File: src/rtl/seq_detect_pkg.sv
// Shared types and helpers for the seq_detect serial pattern detector.
package seq_detect_pkg;

  // FILL: collecting fresh bits before a match is allowed; RUN: every accepted bit is compared.
  typedef enum logic {
    FILL = 1'b0,
    RUN  = 1'b1
  } state_t;

  localparam logic [3:0] DEFAULT_PATTERN = 4'b1011;

  // Width needed for a counter that must reach PAT_LEN inclusive.
  function automatic int fill_w(input int pat_len);
    return $clog2(pat_len + 1);
  endfunction

endpackage

File: src/rtl/sat_counter.sv
// Saturating up-counter with synchronous clear; clear wins over increment.
module sat_counter #(
  parameter int WIDTH = 8
) (
  input  logic             clk,
  input  logic             rst,
  input  logic             inc,
  input  logic             clr,
  output logic [WIDTH-1:0] cnt
);

  // Count up on inc, hold at all-ones, clear on rst or clr.
  always_ff @(posedge clk) begin
    if (rst || clr) begin
      cnt <= '0;
    end else if (inc && (cnt != {WIDTH{1'b1}})) begin
      cnt <= cnt + WIDTH'(1);
    end
  end

endmodule

File: src/rtl/seq_detect.sv
// Serial bit-stream pattern detector with saturating match count.
// Optional feature macro SEQ_DETECT_FIRST_POS_EN adds first_vld/first_pos,
// which capture the stream position of the first match after reset/clear.
module seq_detect
  import seq_detect_pkg::*;
#(
  parameter int                 PAT_LEN = 4,
  parameter logic [PAT_LEN-1:0] PATTERN = PAT_LEN'(DEFAULT_PATTERN),
  parameter int                 OVERLAP = 1,
  parameter int                 CNT_W   = 8,
  parameter int                 POS_W   = 16
) (
  input  logic             clk,
  input  logic             rst,
  input  logic             d_in,
  input  logic             d_valid,
  input  logic             clr_cnt,
  output logic             match,
  output logic [CNT_W-1:0] match_cnt
`ifdef SEQ_DETECT_FIRST_POS_EN
  ,
  output logic             first_vld,
  output logic [POS_W-1:0] first_pos
`endif
);

  localparam int             FW        = fill_w(PAT_LEN);
  localparam logic [FW-1:0]  FILL_DONE = FW'(PAT_LEN);

  state_t               state_q, state_d;
  logic [FW-1:0]        fill_q, fill_d;
  logic [PAT_LEN-1:0]   window_q, window_d;
  logic                 hit_p0;
  logic                 match_p1;

  // Next window, fill count and state; hit_p0 flags a completed pattern on this accepted bit.
  always_comb begin
    state_d  = state_q;
    fill_d   = fill_q;
    window_d = window_q;
    hit_p0   = 1'b0;
    if (d_valid) begin
      window_d = {window_q[PAT_LEN-2:0], d_in};
      case (state_q)
        FILL: begin
          fill_d = fill_q + FW'(1);
          if (fill_d == FILL_DONE) begin
            state_d = RUN;
            hit_p0  = (window_d == PATTERN);
          end
        end
        RUN: begin
          hit_p0 = (window_d == PATTERN);
        end
        default: begin
          state_d = FILL;
        end
      endcase
      // Without overlap a match forces a full set of fresh bits before the next one.
      if (hit_p0 && (OVERLAP == 0)) begin
        state_d = FILL;
        fill_d  = '0;
      end
    end
  end

  // State, window and registered match pulse; reset discards any partial window.
  always_ff @(posedge clk) begin
    if (rst) begin
      state_q  <= FILL;
      fill_q   <= '0;
      window_q <= '0;
      match_p1 <= 1'b0;
    end else begin
      state_q  <= state_d;
      fill_q   <= fill_d;
      window_q <= window_d;
      match_p1 <= hit_p0;
    end
  end

  assign match = match_p1;

  sat_counter #(
    .WIDTH(CNT_W)
  ) u_match_cnt (
    .clk (clk),
    .rst (rst),
    .inc (hit_p0),
    .clr (clr_cnt),
    .cnt (match_cnt)
  );

`ifdef SEQ_DETECT_FIRST_POS_EN
  logic [POS_W-1:0] pos_cnt;

  sat_counter #(
    .WIDTH(POS_W)
  ) u_pos_cnt (
    .clk (clk),
    .rst (rst),
    .inc (d_valid),
    .clr (1'b0),
    .cnt (pos_cnt)
  );

  // Latch the position of the completing bit on the first match only.
  always_ff @(posedge clk) begin
    if (rst || clr_cnt) begin
      first_vld <= 1'b0;
      first_pos <= '0;
    end else if (hit_p0 && !first_vld) begin
      first_vld <= 1'b1;
      first_pos <= pos_cnt;
    end
  end
`endif

endmodule
File: config.mk
export PLATFORM = sky130hd
export DESIGN_NAME = seq_detect
export DESIGN_NICKNAME = d
export VERILOG_FILES = /design/src/rtl/seq_detect_pkg.sv /design/src/rtl/sat_counter.sv /design/src/rtl/seq_detect.sv
export SDC_FILE = /design/constraint.sdc
export NUM_CORES = 1
export LEC_CHECK = 0
export CORE_MARGIN = 1.5
export CORE_UTILIZATION = 44
export DETAILED_ROUTE_END_ITERATION = 6
export MAX_ROUTING_LAYER = met4
export PLACE_DENSITY_LB_ADDON = 0.12
export REMOVE_ABC_BUFFERS = 1
export SETUP_SLACK_MARGIN = 0.05
export SYNTH_ARGS = -nofsm -noshare
export SYNTH_HDL_FRONTEND = slang
export SYNTH_SLANG_ARGS = --single-unit
File: constraint.sdc
create_clock -name clk -period 1.9 [get_ports clk]
set_clock_uncertainty 0.05 [all_clocks]
set_input_delay 0.38 -clock clk [delete_from_list [all_inputs] [get_ports clk]]
set_output_delay 0.38 -clock clk [all_outputs]
set_load 0.02 [all_outputs]
==> impl_metrics.py, run 1 <==
metrics = {
    "die": {
        "initial_core_util_pct": 48.9,
        "core_mm2": 0.00158,
        "die_h_um": 44.9,
        "rows": 14,
        "io_pins": 14,
        "die_x_um": 44.9,
        "die_area_mm2": 0.00201,
    },
    "routing": {
        "ant_nets": 0,
        "avgViaCountPerCell": 5.66,
        "drt_wl_total_mm": 1.58,
        "vias": 708,
        "routedWlPerCell_um": 12.6,
        "drtPass1Iterations": 4,
        "drc": 0,
        "first_iter_violations": 12,
    },
    "setup_path": {
        "critPathSlowestCell": "clkdlybuf4s50_1",
        "crit_fanout": 7,
        "required_ns": 2.07,
        "path_buf_inv": 2,
        "slowest_delay_ns": 0.52,
        "worstPathArrival_ns": 1.98,
        "cp_cell_sequence": "clkdlybuf4s50_1 > nand4_4 > a311o_1 > buf_4 > or3_1 > a21oi_1",
        "path_class": "in -> reg",
        "path_delay_family": "buffers and inverters",
        "crit_path_start_kind": "input port",
        "cp-end-kind": "flop",
    },
    "global_route": {
        "antenna_found_initial": 0,
        "grt_pass1_wl_mm": 2.68,
        "grt-busiest-layer": "met2",
        "grt_usage_pct": 19.1,
        "grt_max_degree": 11,
        "met3_usage_pct": 3.60,
        "met2_usage_pct": 29.9,
        "grtUsageMet1_pct": 24.5,
        "overflow": 0,
        "first_global_vias": 660,
    },
    "timing": {
        "setup_tns_ns": 0,
        "fmax_ghz": 0.551,
        "rsz0062_at_grt": "true",
        "finalSetupViolCount": 0,
        "min_period_ns": 1.81,
        "relSlewSlack_pct": 76.7,
        "slew_viol_final": 0,
        "hold_violations": 0,
        "tightestPinTransition_ns": 0.347,
        "fin_crit_sh_pct": 95.5,
    },
    "layout": {
        "post-route-util_pct": 64.8,
        "n_fill_cell": 139,
        "final_common_cell": "dfxtp_1",
        "diodes": 0,
        "seq_area_um2": 322,
        "syn_to_final_growth_pct": 32.6,
        "final_cell_mix": "dfxtp_1, clkdlybuf4s50_1, nor2_1",
        "multi_input_area_um2": 424,
        "design_area_mm2": 0.00102,
        "final_nets": 118,
        "drive_above_1_share_pct": 16.5,
    },
    "logic_synthesis": {
        "synthCells": 84,
        "syn_area_per_cell_um2": 9.18,
        "synth_area_leader_cell": "dfxtp_1",
        "yosysWarnings": 0,
        "yosysTopAreaCellShare_pct": 41.6,
        "synth.area.top_cells": "dfxtp_1, mux2i_1, nor2_1",
        "async_flop_share_pct": 0,
        "ys_ff_latch": 16,
        "synth_area_um2": 771,
        "ys_seq_area_share_pct": 41.6,
        "synth_edf_count": 0,
        "synth.distinct_cells": 32,
        "ys.flop_type": "dfxtp_1",
    },
    "worst_hold_path": {
        "hp-class": "reg -> reg",
    },
    "placed_design": {
        "place_congestion": 0.883,
        "portBuffers": 13,
        "place_area_um2": 977,
        "dp_hpwl_mm": 1.22,
    },
    "clock_network": {
        "htreeDepth": 1,
        "clock_tree.root_cell": "clkbuf_4",
        "clockBufferDepth": 2,
        "clk_pin_slew_ns": 0.10,
        "cts_tree": "built",
        "clk_latency_ns": 0.28,
        "cts_made_buffers": 3,
        "cts_sinks": 16,
    },
    "run": {
        "drv_cap": 0,
    },
    "power_and_ir_drop": {
        "ir_drop_v": 0.000297,
        "seqPwrFrac_pct": 57.0,
        "clkPwrFrac_pct": 35.8,
        "p_sw_share_pct": 21.4,
        "internal_power_uw": 482,
        "p_comb_share_pct": 7.2,
        "p_leak_nw": 0.420,
        "power.density_mw_per_mm2": 600,
        "power.switching_uw": 131,
    },
    "status": {
        "status": "finished, final reports clean",
    },
}
==> sequential cells by signal, indices dropped and copies added (netlist names) <==
register / count
u_match_cnt.cnt: 8
window_q: 3
match: 1
fill_q: 3
state_q: 1
==> metal layers <==
metal / vias to the layer above / share of wire (%)
li1: 362 / -
met1: 325 / 49
met2: 17 / 46
met3: 4 / 3.9
met4: 0 / 1.6
met5: - / 0
==> layout make-up <==
type,count,area share (%)
clock buffer,4,3.55
inverter,2,0.734
multi-input combinational,63,41.5
sequential,16,31.5
tap,16,1.96
timing repair buffer,24,20.8
==> worst paths after layout <==
path                           start  cells past startpoint                  to  slack, ns
setup / recovery                d_in                      6  u_match_cnt.cnt[0]       0.09
setup reg to reg  u_match_cnt.cnt[0]                      6  u_match_cnt.cnt[0]       0.09
hold / removal    u_match_cnt.cnt[6]                      2  u_match_cnt.cnt[6]       0.46
hold reg to reg   u_match_cnt.cnt[6]                      2  u_match_cnt.cnt[6]       0.46
==> cells in the mapped netlist, types with 2 or more instances <==
master and count:
or4_1 2, nand2_1 6, mux2i_1 5, inv_1 2, o31ai_1 2, clkbuf_1 2, ha_1 3, o21ai_0 2
nor2_1 12, and4_1 2, nor3_1 2, a21oi_1 5, xor2_1 2, dfxtp_1 16, or3_1 2, nand3_1 3
==> cell families after synthesis <==
family	share of synthesized area (%)
AND/OR/NAND/NOR	23.9
AO/OA/AOI/OAI	16.4
flip-flops	41.6
buffers and inverters	3.41
multiplexers	6.49
XOR/XNOR	3.41
adder cells (fa/ha/maj)	4.87
==> worst min-delay path, stage by stage (launching register included) <==
cell      delay [ns]
dfxtp_1         0.34
inv_1           0.07
a21boi_0        0.07
==> timing repair <==
action	in CTS	in global routing
setup endpoints to repair	3	4
buffers inserted	1	0
gates resized for setup	1	1
pin swaps	5	1
hold buffers	0	0
==> stage by stage <==
step	setup WS (ns)	instances	hold slack, ns	power, mW
finish	0.0861	125	0.462	0.613
global route	0.0179	125	0.488	0.643
CTS	0.0596	125	0.462	0.618
detailed placement	-0.292	120	0.446	0.401
global placement	-0.258	120	0.443	0.400
floorplan	-0.0197	81	0.402	0.378
==> power groups by stage <==
| stage | Combinational, mW | Clock [mW] | Sequential [mW] |
|---|---|---|---|
| final | 0.0439 | 0.220 | 0.349 |
| after detailed placement | 0.0442 | 0 | 0.357 |
| after floorplan | 0.0224 | 0 | 0.356 |
| after CTS | 0.0444 | 0.224 | 0.349 |
| after global routing | 0.0497 | 0.242 | 0.350 |
| after global placement | 0.0431 | 0 | 0.357 |
Note: power is estimated with default switching activity, not from simulation.
==> run 2: changes to the inputs <==
Settings changed: SLEW_MARGIN set to 20.
==> results of run 2 <==
The final DEF is identical to that of run 1; final timing and power are the same.
